### src/rtl/usb_host_line_receiver_if.sv
// Bus between the USB line sampler and the host line receiver: bit-time strobe,
// raw {D+, D-} sample and control in, decoded serial stream and status pulses out.
interface usb_host_line_receiver_if;
  logic       bit_strobe;
  logic       rx_enable;
  logic       low_speed;
  logic [1:0] usb_line;
  logic       serial_data_out;
  logic       serial_data_out_val;
  logic       packet_start;
  logic       packet_end;
  logic       rx_active;
  logic       rx_error;
  logic       rx_timeout;

  // master: the side that owns the line sample and the receive window
  modport master (
    output bit_strobe, rx_enable, low_speed, usb_line,
    input  serial_data_out, serial_data_out_val, packet_start, packet_end,
           rx_active, rx_error, rx_timeout
  );

  // slave: the line receiver itself
  modport slave (
    input  bit_strobe, rx_enable, low_speed, usb_line,
    output serial_data_out, serial_data_out_val, packet_start, packet_end,
           rx_active, rx_error, rx_timeout
  );
endinterface

### src/rtl/usb_host_line_receiver.sv
// Host receive front end: SYNC detection, NRZI decode, bit unstuffing and
// SE0/SE0/J end-of-packet detection, emitting an LSB-first serial bit stream.
module usb_host_line_receiver #(
  parameter int SYNC_BITS    = 8,
  parameter int STUFF_LIMIT  = 6,
  parameter int TIMEOUT_BITS = 16,
  parameter int TMO_W        = 5
) (
  input logic                     clock,
  input logic                     reset,
  usb_host_line_receiver_if.slave bus
);

  localparam int SYNC_W = $clog2(SYNC_BITS + 1);
  localparam int ONES_W = $clog2(STUFF_LIMIT + 1);
  localparam int BIT_W  = 8;

  typedef enum logic [2:0] {
    S_IDLE,
    S_WAIT_SYNC,
    S_SYNC,
    S_DATA,
    S_EOP1,
    S_EOP2,
    S_ERROR
  } state_e;

  state_e            state_q,     state_d;
  logic [1:0]        prev_line_q, prev_line_d;
  logic [ONES_W-1:0] ones_cnt_q,  ones_cnt_d;
  logic [BIT_W-1:0]  bit_cnt_q,   bit_cnt_d;
  logic [TMO_W-1:0]  tmo_cnt_q,   tmo_cnt_d;
  logic [SYNC_W-1:0] sync_cnt_q,  sync_cnt_d;
  logic              data_q,      data_d;
  logic              val_q,       val_d;
  logic              start_q,     start_d;
  logic              end_q,       end_d;
  logic              active_q,    active_d;
  logic              error_q,     error_d;
  logic              timeout_q,   timeout_d;

  logic [1:0]        j_line;
  logic [1:0]        k_line;
  logic              line_se0;
  logic              line_se1;
  logic              line_j;
  logic              line_k;
  logic              dec_bit;
  logic [SYNC_W-1:0] sync_idx;
  logic              fail;

  // Line classification; J/K polarity swaps between full and low speed.
  always_comb begin
    j_line   = bus.low_speed ? 2'b01 : 2'b10;
    k_line   = ~j_line;
    line_se0 = (bus.usb_line == 2'b00);
    line_se1 = (bus.usb_line == 2'b11);
    line_j   = (bus.usb_line == j_line);
    line_k   = (bus.usb_line == k_line);
    dec_bit  = (bus.usb_line == prev_line_q);
    sync_idx = sync_cnt_q + SYNC_W'(1);
  end

  // NOTE: every variable assigned below gets a default first, so no path
  // through the block leaves one unassigned and no latch is inferred.
  always_comb begin
    state_d     = state_q;
    prev_line_d = prev_line_q;
    ones_cnt_d  = ones_cnt_q;
    bit_cnt_d   = bit_cnt_q;
    tmo_cnt_d   = tmo_cnt_q;
    sync_cnt_d  = sync_cnt_q;
    data_d      = data_q;
    val_d       = 1'b0;
    start_d     = 1'b0;
    end_d       = 1'b0;
    active_d    = active_q;
    error_d     = 1'b0;
    timeout_d   = 1'b0;
    fail        = 1'b0;

    if (!bus.rx_enable) begin
      // Abort from any state, silently, regardless of a coincident strobe.
      state_d  = S_IDLE;
      active_d = 1'b0;
    end else if (state_q == S_IDLE) begin
      state_d     = S_WAIT_SYNC;
      tmo_cnt_d   = '0;
      prev_line_d = j_line;
    end else if (bus.bit_strobe) begin
      if (!line_se0) prev_line_d = bus.usb_line;

      case (state_q)
        S_WAIT_SYNC: begin
          if (line_k) begin
            state_d    = S_SYNC;
            sync_cnt_d = SYNC_W'(1);
          end else if (line_j) begin
            tmo_cnt_d = tmo_cnt_q + TMO_W'(1);
            if (tmo_cnt_q == TMO_W'(TIMEOUT_BITS - 1)) begin
              timeout_d = 1'b1;
              state_d   = S_IDLE;
            end
          end else begin
            fail = 1'b1;
          end
        end

        S_SYNC: begin
          if (line_se0 || line_se1) begin
            fail = 1'b1;
          end else if (sync_idx == SYNC_W'(SYNC_BITS)) begin
            if (dec_bit) begin
              // The final SYNC 1 already counts toward the stuffing run.
              state_d    = S_DATA;
              start_d    = 1'b1;
              active_d   = 1'b1;
              ones_cnt_d = ONES_W'(1);
              bit_cnt_d  = '0;
            end else begin
              fail = 1'b1;
            end
          end else if (dec_bit) begin
            fail = 1'b1;
          end else begin
            sync_cnt_d = sync_idx;
          end
        end

        S_DATA: begin
          if (line_se0) begin
            state_d = S_EOP1;
          end else if (line_se1) begin
            fail = 1'b1;
          end else if (ones_cnt_q == ONES_W'(STUFF_LIMIT)) begin
            if (dec_bit) fail = 1'b1;
            else         ones_cnt_d = '0;
          end else begin
            data_d     = dec_bit;
            val_d      = 1'b1;
            ones_cnt_d = dec_bit ? ones_cnt_q + ONES_W'(1) : '0;
            if (bit_cnt_q != '1) bit_cnt_d = bit_cnt_q + BIT_W'(1);
          end
        end

        S_EOP1: begin
          if (line_se0) state_d = S_EOP2;
          else          fail    = 1'b1;
        end

        S_EOP2: begin
          if (line_j) begin
            state_d  = S_IDLE;
            active_d = 1'b0;
            if ((bit_cnt_q[2:0] == 3'd0) && (bit_cnt_q != '0)) end_d   = 1'b1;
            else                                                error_d = 1'b1;
          end else begin
            fail = 1'b1;
          end
        end

        default: ;
      endcase

      if (fail) begin
        state_d  = S_ERROR;
        error_d  = 1'b1;
        active_d = 1'b0;
      end
    end
  end

  // NOTE: state registers use non-blocking assignments so every flop samples
  // the pre-edge value of its _d input, independent of statement order.
  always_ff @(posedge clock) begin
    if (reset) begin
      state_q     <= S_IDLE;
      prev_line_q <= j_line;
      ones_cnt_q  <= '0;
      bit_cnt_q   <= '0;
      tmo_cnt_q   <= '0;
      sync_cnt_q  <= '0;
      data_q      <= 1'b0;
      val_q       <= 1'b0;
      start_q     <= 1'b0;
      end_q       <= 1'b0;
      active_q    <= 1'b0;
      error_q     <= 1'b0;
      timeout_q   <= 1'b0;
    end else begin
      state_q     <= state_d;
      prev_line_q <= prev_line_d;
      ones_cnt_q  <= ones_cnt_d;
      bit_cnt_q   <= bit_cnt_d;
      tmo_cnt_q   <= tmo_cnt_d;
      sync_cnt_q  <= sync_cnt_d;
      data_q      <= data_d;
      val_q       <= val_d;
      start_q     <= start_d;
      end_q       <= end_d;
      active_q    <= active_d;
      error_q     <= error_d;
      timeout_q   <= timeout_d;
    end
  end

  assign bus.serial_data_out     = data_q;
  assign bus.serial_data_out_val = val_q;
  assign bus.packet_start        = start_q;
  assign bus.packet_end          = end_q;
  assign bus.rx_active           = active_q;
  assign bus.rx_error            = error_q;
  assign bus.rx_timeout          = timeout_q;

endmodule

### src/flat_wrapper.sv
// flat-port wrapper written by rule: the top's interface ports become plain ports
module usb_host_line_receiver_flat 
#(
  parameter int SYNC_BITS    = 8,
  parameter int STUFF_LIMIT  = 6,
  parameter int TIMEOUT_BITS = 16,
  parameter int TMO_W        = 5
)
  (clock, reset, bus_bit_strobe, bus_rx_enable, bus_low_speed, bus_usb_line, bus_serial_data_out, bus_serial_data_out_val, bus_packet_start, bus_packet_end, bus_rx_active, bus_rx_error, bus_rx_timeout);
  usb_host_line_receiver_if bus_i ();
  input logic clock;
  input logic reset;
  input wire logic [$bits(bus_i.bit_strobe)-1:0] bus_bit_strobe;
  input wire logic [$bits(bus_i.rx_enable)-1:0] bus_rx_enable;
  input wire logic [$bits(bus_i.low_speed)-1:0] bus_low_speed;
  input wire logic [$bits(bus_i.usb_line)-1:0] bus_usb_line;
  output wire logic [$bits(bus_i.serial_data_out)-1:0] bus_serial_data_out;
  output wire logic [$bits(bus_i.serial_data_out_val)-1:0] bus_serial_data_out_val;
  output wire logic [$bits(bus_i.packet_start)-1:0] bus_packet_start;
  output wire logic [$bits(bus_i.packet_end)-1:0] bus_packet_end;
  output wire logic [$bits(bus_i.rx_active)-1:0] bus_rx_active;
  output wire logic [$bits(bus_i.rx_error)-1:0] bus_rx_error;
  output wire logic [$bits(bus_i.rx_timeout)-1:0] bus_rx_timeout;
  assign bus_i.bit_strobe = bus_bit_strobe;
  assign bus_i.rx_enable = bus_rx_enable;
  assign bus_i.low_speed = bus_low_speed;
  assign bus_i.usb_line = bus_usb_line;
  assign bus_serial_data_out = bus_i.serial_data_out;
  assign bus_serial_data_out_val = bus_i.serial_data_out_val;
  assign bus_packet_start = bus_i.packet_start;
  assign bus_packet_end = bus_i.packet_end;
  assign bus_rx_active = bus_i.rx_active;
  assign bus_rx_error = bus_i.rx_error;
  assign bus_rx_timeout = bus_i.rx_timeout;
  usb_host_line_receiver #(.SYNC_BITS(SYNC_BITS), .STUFF_LIMIT(STUFF_LIMIT), .TIMEOUT_BITS(TIMEOUT_BITS), .TMO_W(TMO_W)) u_core (.clock(clock), .reset(reset), .bus(bus_i));
endmodule
### config.mk
export PLATFORM = sky130hd
export DESIGN_NAME = usb_host_line_receiver_flat
export DESIGN_NICKNAME = d
export VERILOG_FILES = /design/src/rtl/usb_host_line_receiver_if.sv /design/src/rtl/usb_host_line_receiver.sv /design/src/flat_wrapper.sv
export SDC_FILE = /design/constraint.sdc
export NUM_CORES = 1
export LEC_CHECK = 0
export BUFFER_PORTS_ARGS = -buffer_cell sky130_fd_sc_hd__clkbuf_2
export CAP_MARGIN = 0
export CELL_PAD_IN_SITES_DETAIL_PLACEMENT = 0
export CELL_PAD_IN_SITES_GLOBAL_PLACEMENT = 1
export CORE_UTILIZATION = 45
export DETAILED_ROUTE_END_ITERATION = 10
export GPL_ROUTABILITY_DRIVEN = 0
export PLACE_DENSITY_LB_ADDON = 0.12
export REMOVE_ABC_BUFFERS = 1
export SLEW_MARGIN = 0
export SYNTH_ARGS = -nofsm -noshare
export SYNTH_HDL_FRONTEND = slang
export SYNTH_SLANG_ARGS = --single-unit
export TNS_END_PERCENT = 20
### constraint.sdc
create_clock -name clock -period 2.7 [get_ports clock]
set_clock_uncertainty 0.05 [all_clocks]
set_input_delay 0.135 -clock clock [delete_from_list [all_inputs] [get_ports clock]]
set_output_delay 0.135 -clock clock [all_outputs]
set_load 0.005 [all_outputs]
**Word-level counts from Yosys, hierarchy flattened**

Index checks and enable logic that the tools add are counted.

- Word-level logic and storage cells: 178
- Input bits: 7
- Bits in registers: 32

- $add $sub $neg: 4
- Equality and inequality tests: 42
- Reductions and logical operators: 32
- Bitwise operators: 13
- Mux-type cells: 73

Operators with widths:

| kind | count |
|---|---|
| 2-to-1 mux 8 bit | 7 |
| 2-to-1 mux 3 bit | 18 |
| AND reduction 10 bit | 3 |
| != test 4 x 1 -> 1 bit (second input constant) | 7 |
| 2-to-1 mux 1 bit | 27 |
| 2-to-1 mux 5 bit | 5 |
| OR reduction 7 bit | 3 |
| 2-to-1 mux 4 bit | 4 |
| one-hot mux 8 bit (2 select lines) | 1 |
| != test 3 x 1 -> 1 bit (second input constant) | 5 |
| one-hot mux 3 bit (5 select lines) | 1 |
| != test 2 bit (second input constant) | 7 |
| AND reduction 7 bit | 2 |
| 2-to-1 mux 2 bit | 6 |
| inverter 1 bit | 12 |
| nonzero test 2 bit | 6 |
| AND reduction 11 bit | 1 |
| != test 5 x 1 -> 1 bit (second input constant) | 2 |
| equality test 3 bit (second input constant) | 3 |
| != test 3 bit (second input constant) | 3 |
| adder 8 x 1 -> 8 bit (second input constant) | 1 |
| != test 2 x 1 -> 1 bit (second input constant) | 4 |
| != test 8 bit (second input constant) | 1 |
| one-hot mux 4 bit (2 select lines) | 1 |
| other kinds (29) | 34 |

**Longest topological paths before layout**

Gate-level depths: netlist (run 1).

- Word-level depth: 12
- Depth in mapped cells: 9

**Least setup slack after synthesis (run 1)**

Ideal clock, no wire load.

- Kind: reg2reg
- Start point: register u_core.sync_cnt_q[0]
- End point: register u_core.bit_cnt_q[4]
- Arrival: 2025 ps
- Setup time: 121 ps
- Setup slack: 504 ps
- Buffers on the path: 0
- Cell stages (with the launch flop): 8
- Cell sequence: dfxtp_1 ha_1 nand3_1 a21oi_4 o211ai_4 a211o_1 or3_1 mux2_4

- Longest elaborated chain between the ends: 4

Ends and longest elaborated chain:

| item | RTL line | text |
|---|---|---|
| start: declaration | usb_host_line_receiver.sv:33 | `logic [SYNC_W-1:0] sync_cnt_q, sync_cnt_d;` |
| start signal: assignment | usb_host_line_receiver.sv:196 | `sync_cnt_q <= sync_cnt_d;` |
| adder 4 x 1 -> 4 bit | usb_host_line_receiver.sv:61 | `sync_idx = sync_cnt_q + SYNC_W'(1);` |
| equality test 4 bit | usb_host_line_receiver.sv:112 | `end else if (sync_idx == SYNC_W'(SYNC_BITS)) begin` |
| != test 2 x 1 -> 1 bit (no line) | n/a |  |
| AND reduction 11 bit (no line) | n/a |  |
| end signal: assignment | usb_host_line_receiver.sv:194 | `bit_cnt_q <= bit_cnt_d;` |
| end: declaration | usb_host_line_receiver.sv:31 | `logic [BIT_W-1:0] bit_cnt_q, bit_cnt_d;` |

Every way passes these cells.
A chain may end at the register's enable or synchronous reset.

**Final worst setup path (run 1)**

Ends and elaborated chain as after synthesis.

==> summary.md, run 1 <==
| Metric | Value |
|---|---|
| Status | complete, no violations |
| Hpwl dp | 3.79 mm |
| Htree depth | 2 |
| Largest vdd supply drop | 0.219 mV |
| Final WL | 5.01 mm |
| Multi-input logic area | 0.00132 mm2 |
| Mapped Area | 0.00211 mm2 |
| Total CTS buffers | 5 |
| First-pass GRT wire length | 8.42 mm |
| Worst-margin pin slew | 0.535 ns |
| Most used DFF post-synth | dfxtp_1 |
| Post-cts sizing count | 0 |
| Clk_lat worst skew | 0.29 ns |
| Slowest stage cell, crit path | dfxtp_1 |
| Core area | 0.00441 mm2 |
| Overflow after GRT | 0 |
| Final non-filler cell total | 320 |
| Hold crit path type | in2reg |
| Setup Total Neg Slack | 0 ns |
| Crit path cell chain | ha_1, nand3_1, a21oi_4, o211ai_4, a211o_1, or3_1, mux2_4 |
| Mux share of post-synthesis cell area | 3.21% |
| PD cells | 461 mW/mm2 |
| Root buffer cell | clkbuf_8 |
| Detailed Routing Iterations Pass 1 | 4 |
| FF+latch count, synth | 32 |
| Type of origin of the critical path | flip-flop |
| GR Util All Layers | 21.7% |
| Clock transition at path regs | 0.07 ns |
| Final #Nets | 284 |
| Setup CP Type | reg2reg |
| Tot Pwr | 1.07 mW |
| Pre-CTS WS | 0.245 ns |
| Synth Area in XOR/XNOR | 4.45% |
| Largest net degree at the start of global routing | 18 |
| DR iter-0 viols | 132 |
| Die height | 70.4 um |
| Routed wire per std cell | 15.6 um |
| Unique cell type count in the Yosys netlist | 58 |
| Mean Syn Cell Area | 8.26 um2 |
| EDFF count, synth | 2 |
| Area Overhead vs Synth | 9.98% |
| Initial antenna violation count | 0 |
| Endpoints failing hold | 0 |
| Max transition margin | 64.3% |
| DR vias | 1,881 |
| Peak per-stage delay on the critical path | 0.43 ns |
| Layout fillers | 443 |
| Final setup viols | 0 |
| Final min period | 2.35 ns |
| DRT antenna net count | 0 |
| Worst path top cell family by delay | compound AO/OA/AOI/OAI gates |
| Vias in the first global route | 1,736 |
| Final setup margin | 0.352 ns |
| Clock buffer depth | 2 |
| Post-route DRC violation count | 0 |
| Synth Area in Compound Gates | 23.6% |
| Die W | 70.4 um |
| ANT cells | 0 |
| Async SR Flop Fraction | 0% |
| Adder-cell share of the synthesized area | 5.94% |
| Max cap viols | 0 |
| Final period utilization | 87.0% |
| Syn. warnings | 0 |
| CP Capture Type | flip-flop |
| Crit path DAT | 2.48 ns |
| Slew Viols, Final | 0 |
| DP Cell Count | 312 |
| Port Buffer Count | 13 |
| Post-Synth Simple-Gate Area | 25.6% |
| Worst-path maximum fanout | 7 |
| Post-CTS setup buffers | 0 |
| Critical path required time | 2.84 ns |
| TritonCTS clock tree | done |
| Die area | 0.00496 mm2 |
| Hold Buf Count CTS | 0 |
| Core Util, Final | 52.5% |
| Clock Sinks | 32 |
| Largest family of logic cells by synthesized area | simple AND/OR/NAND/NOR gates |
| Leakage | 0.826 nW |
| Register Area | 661 um2 |
| Cell Rows | 24 |
| Buf/Inv on CP | 0 |
| Fmax | 426 MHz |
| Share of layout cells above drive strength 1 | 16.8% |
| Vias per cell | 5.88 |
| Initial Util | 47.7% |
| Post-Syn Instances | 255 |
| Unrepaired setup endpoints after global routing | false |
| Sequential share of the synthesized area | 31.4% |
| # IOs | 14 |
## placed cells by master (no fill, tap or decap), drive strengths merged, types with 6 or more instances in the layout
cell type,count
clkbuf,21
nand3,12
a21oi,16
nor2,21
nor3,6
o21ai,11
ha,10
inv,14
xnor2,7
nand4,6
nor4,6
dfxtp,30
nand2,24
a211oi,11
o211ai,6
## synthesized netlist by cell type (6+ instances only)
library cell / number / area (um2)
a211oi_1: 11 / 82.6
a21oi_1: 15 / 75.1
clkbuf_1: 6 / 22.5
dfxtp_1: 30 / 601
ha_1: 10 / 125
inv_1: 14 / 52.6
nand2_1: 22 / 82.6
nand3_1: 12 / 60.1
nand4_1: 6 / 37.5
nor2_1: 21 / 78.8
nor3_1: 6 / 30.0
nor4_1: 6 / 37.5
o21ai_0: 8 / 40.0
## per-layer routing
| metal | share of wire [%] | track usage, % |
|---|---|---|
| met1 | 48 | 28.8 |
| met2 | 44 | 34.5 |
| met3 | 5.7 | 5.19 |
| met4 | 1.4 | 7.11 |
| met5 | 0 | 0 |
## where the power goes
part | switching (mW) | internal, mW
registers | 0.00577 | 0.482
clock network | 0.187 | 0.288
logic | 0.0688 | 0.0370
## flip-flops by register name, summed over array words and instances (netlist names), 2 cells and up
signal / flops
u_core.ones_cnt_q: 3
u_core.prev_line_q: 2
u_core.state_q: 3
u_core.sync_cnt_q: 4
u_core.tmo_cnt_q: 5
u_core.bit_cnt_q: 8
## worst reg2reg max path, cell delays in order (launching register included)
cell	delay, ns
dfxtp_1	0.43
ha_1	0.28
nand3_1	0.14
a21oi_4	0.20
o211ai_4	0.13
a211o_1	0.37
or3_1	0.34
mux2_4	0.30
## kinds of logic after synthesis
kind of cell / after synthesis
flip-flops: 32
adder cells (fa/ha/maj): 10
AO/OA/AOI/OAI: 69
buffers and inverters: 26
AND/OR/NAND/NOR: 103
multiplexers: 6
XOR/XNOR: 9
## metrics by stage
step / hold WS [ns] / cell area [um2]
3_3_place_gp: 0.421 / 2200
5_1_grt: 0.155 / 2320
2_1_floorplan: 0.154 / 2040
4_1_cts: 0.125 / 2320
6_report: 0.128 / 2320
3_5_place_dp: 0.422 / 2200
## layout make-up
cell class	count	area share, %
Sequential cell	32	28.5
Inverter	14	2.27
Timing Repair Buffer	17	4.10
Clock buffer	8	5.24
Multi-Input combinational cell	197	57.1
Tap cell	52	2.81
## worst paths after layout
path         slack (ns)                               from  cells after the start                           endpoint
max reg2reg        0.35  u_core.sync_cnt_q[0]$_SDFFE_PP0P_                      7   u_core.bit_cnt_q[4]$_SDFFE_PP0P_
min                0.13                     bus_bit_strobe                      2  u_core.bus.rx_active$_SDFFE_PP0P_
min reg2reg        0.45  u_core.sync_cnt_q[3]$_SDFFE_PP0P_                      2  u_core.sync_cnt_q[3]$_SDFFE_PP0P_
max                0.35  u_core.sync_cnt_q[0]$_SDFFE_PP0P_                      7   u_core.bit_cnt_q[4]$_SDFFE_PP0P_
(Power assumes the default switching activity.)
==> inputs of run 2 (changes only) <==
CORE_ASPECT_RATIO = 0.7   (was unset)
clock period = 2.4 ns   (was 2.7 ns; I/O delays follow)
==> run 2 against run 1 <==
Net effect: global-route usage rose by 0.84 points; first-iteration DRC count rose by 1.5%; worst setup slack worse by 0.17 ns; critical path depth stayed put; die area hardly changed; sequential power rose by 12%; register-to-register slack worse by 0.17 ns; highest routed layer unchanged; combinational power is 19% higher; non-clock buffer count increased by 9; total power increased by 3.6%; via count grew 3.2%; sequential share of layout area down 0.47 points.
==> summary.md, run 2 (synthesis gave the netlist of run 1 again) <==
| Metric | Value |
|---|---|
| Die area | 0.00496 mm2 |
| Hold_sp | bus_bit_strobe |
| Fmax | 450 MHz |
| Worst-path maximum fanout | 7 |
| Initial antenna violation count | 0 |
| Final period utilization | 92.5% |
| Largest net degree at the start of global routing | 18 |
| DR iter-0 viols | 134 |
| Routed wire per std cell | 15.9 um |
| Leakage | 0.845 nW |
| Setup CP Type | reg2reg |
| R2R Setup Slk | 0.18 ns |
| Final #Nets | 293 |
| Root buffer cell | clkbuf_8 |
| Sw Pwr | 0.314 mW |
| Final min period | 2.22 ns |
| Overflow after GRT | 0 |
| Initial Util | 47.8% |
| Clock Sinks | 32 |
| Type of origin of the critical path | flip-flop |
| Hold Buf Count CTS | 0 |
| Detailed Routing Iterations Pass 1 | 4 |
| Hold crit path type | in2reg |
| WHS | 0.113 ns |
| Critical path required time | 2.53 ns |
| Worst-margin pin slew | 0.541 ns |
| Clock share of power | 39.2% |
| Slew Viols, Final | 0 |
| Most frequent cells in the layout | dfxtp_1, nand2_1, nor2_1, a21oi_1, inv_1 |
| Commonest non-fill, non-tap cell in the layout | dfxtp_1 |
| DR vias | 1,941 |
| Vias in the first global route | 1,683 |
| GR Util All Layers | 22.6% |
| Layout fillers | 410 |
| Post-CTS setup buffers | 0 |
| CP Capture Type | flip-flop |
| Vias per cell | 5.85 |
| Total CTS buffers | 5 |
| Final Cell Area | 0.00236 mm2 |
| Largest vdd supply drop | 0.304 mV |
| Hpwl dp | 4.00 mm |
| Combinational Power Share | 11.4% |
| Setup Total Neg Slack | 0 ns |
| TritonCTS clock tree | done |
| Max cap viols | 0 |
| Status | complete, no violations |
| Die W | 83.8 um |
| Tot Pwr | 1.11 mW |
| Regs by FF count | u_core.bit_cnt_q: 8 flops, u_core.tmo_cnt_q: 5 flops, u_core.sync_cnt_q: 4 flops |
| Clock buffer depth | 2 |
| PD cells | 468 mW/mm2 |
| Final setup viols | 0 |
| Reg2reg start | u_core.sync_cnt_q[0]$_SDFFE_PP0P_ |
| DP Cell Count | 324 |
| ANT cells | 0 |
| Switching portion of total power | 28.4% |
| Area after DPL | 0.00227 mm2 |
| Share of layout cells above drive strength 1 | 20.6% |
| Final WL | 5.27 mm |
| Core area | 0.00440 mm2 |
| First-pass GRT wire length | 8.63 mm |
| Post-route DRC violation count | 0 |
| Multi-input logic area | 0.00133 mm2 |
| Reg power frac | 49.4% |
| Htree depth | 2 |
| Max transition margin | 63.7% |
| Die height | 59.3 um |
| Clk_lat worst skew | 0.29 ns |
| Endpoints failing hold | 0 |
| DRT antenna net count | 0 |
| Biggest register | u_core.bit_cnt_q |
| Port Buffer Count | 13 |
| Unrepaired setup endpoints after global routing | false |
| R2R depth | 7 |
| Max reg flops | 8 |
| Clock transition at path regs | 0.08 ns |
| Final non-filler cell total | 332 |
| Worst setup path endpoint | u_core.bit_cnt_q[4]$_SDFFE_PP0P_ |
| Crit path DAT | 2.35 ns |
| Reg2Reg Capture Point | u_core.bit_cnt_q[4]$_SDFFE_PP0P_ |
| # IOs | 14 |
| Worst Setup SP | u_core.sync_cnt_q[0]$_SDFFE_PP0P_ |
| Int Power | 0.792 mW |
| Register Area | 663 um2 |
| Area Overhead vs Synth | 12.2% |
| Cell Rows | 20 |
-- run 2: cell types whose count changed in the layout (fill, tap and decap cells not counted), moves of 2 or more --
cell,previous run,this run
dfxtp_2,0,2
dfxtp_1,30,28
clkbuf_8,7,5
buf_4,4,13
clkinvlp_4,0,2
-- run 2: final cells by class --
type                       count  area share, %
inverter                      14           2.22
clock buffer                   5           2.91
timing repair buffer          26           6.88
sequential                    32           28.0
clock inverter                 3           1.01
tap                           55           2.91
multi-input combinational    197           56.0
-- run 2: power groups by stage --
stage                     combinational, mW  clock (mW)  sequential, mW
after floorplan                      0.0717           0           0.560
after global placement                0.123           0           0.559
after detailed placement              0.123           0           0.559
after CTS                             0.124       0.447           0.546
after global routing                  0.136       0.467           0.547
final                                 0.126       0.434           0.546
-- run 2: per-stage QoR --
| stage | util, % | setup slack (ns) |
|---|---|---|
| finish | 53.7 | 0.180 |
| global route | 53.7 | 0.0370 |
| CTS | 53.6 | 0.0518 |
| detailed placement | 51.5 | 0.0907 |
| global placement | 51.5 | 0.134 |
| floorplan | - | 0.204 |
-- run 2: worst min path at each step --
stage | to | slack [ns] | depth (start not counted)
floorplan | u_core.sync_cnt_q[3]$_SDFFE_PP0P_ | 0.14 | 1
global placement | u_core.bus.rx_active$_SDFFE_PP0P_ | 0.42 | 2
detailed placement | u_core.bus.rx_active$_SDFFE_PP0P_ | 0.41 | 2
CTS | u_core.bus.rx_active$_SDFFE_PP0P_ | 0.10 | 2
global route | u_core.bus.rx_active$_SDFFE_PP0P_ | 0.12 | 2
finish | u_core.bus.rx_active$_SDFFE_PP0P_ | 0.11 | 2
-- run 2: per-layer routing --
metal	vias up	global-route usage (%)	share of wire, %
li1	977	-	-
met1	892	35.7	53
met2	64	30.7	39
met3	8	4.46	7.0
met4	0	5.57	0.97
met5	-	0	0
-- run 2: worst max-delay path: stages, from the launching register on --
cell and delay, ns:
dfxtp_2 0.38, ha_2 0.24, nand3_1 0.14, a21oi_4 0.22
o211ai_4 0.13, a211o_1 0.32, or3_1 0.33, mux2_4 0.31
-- run 2: repair_timing --
item                       4_1_cts  5_1_grt
hold endpoints to repair         0        0
setup endpoints to repair        0        1
resized for setup                0        3
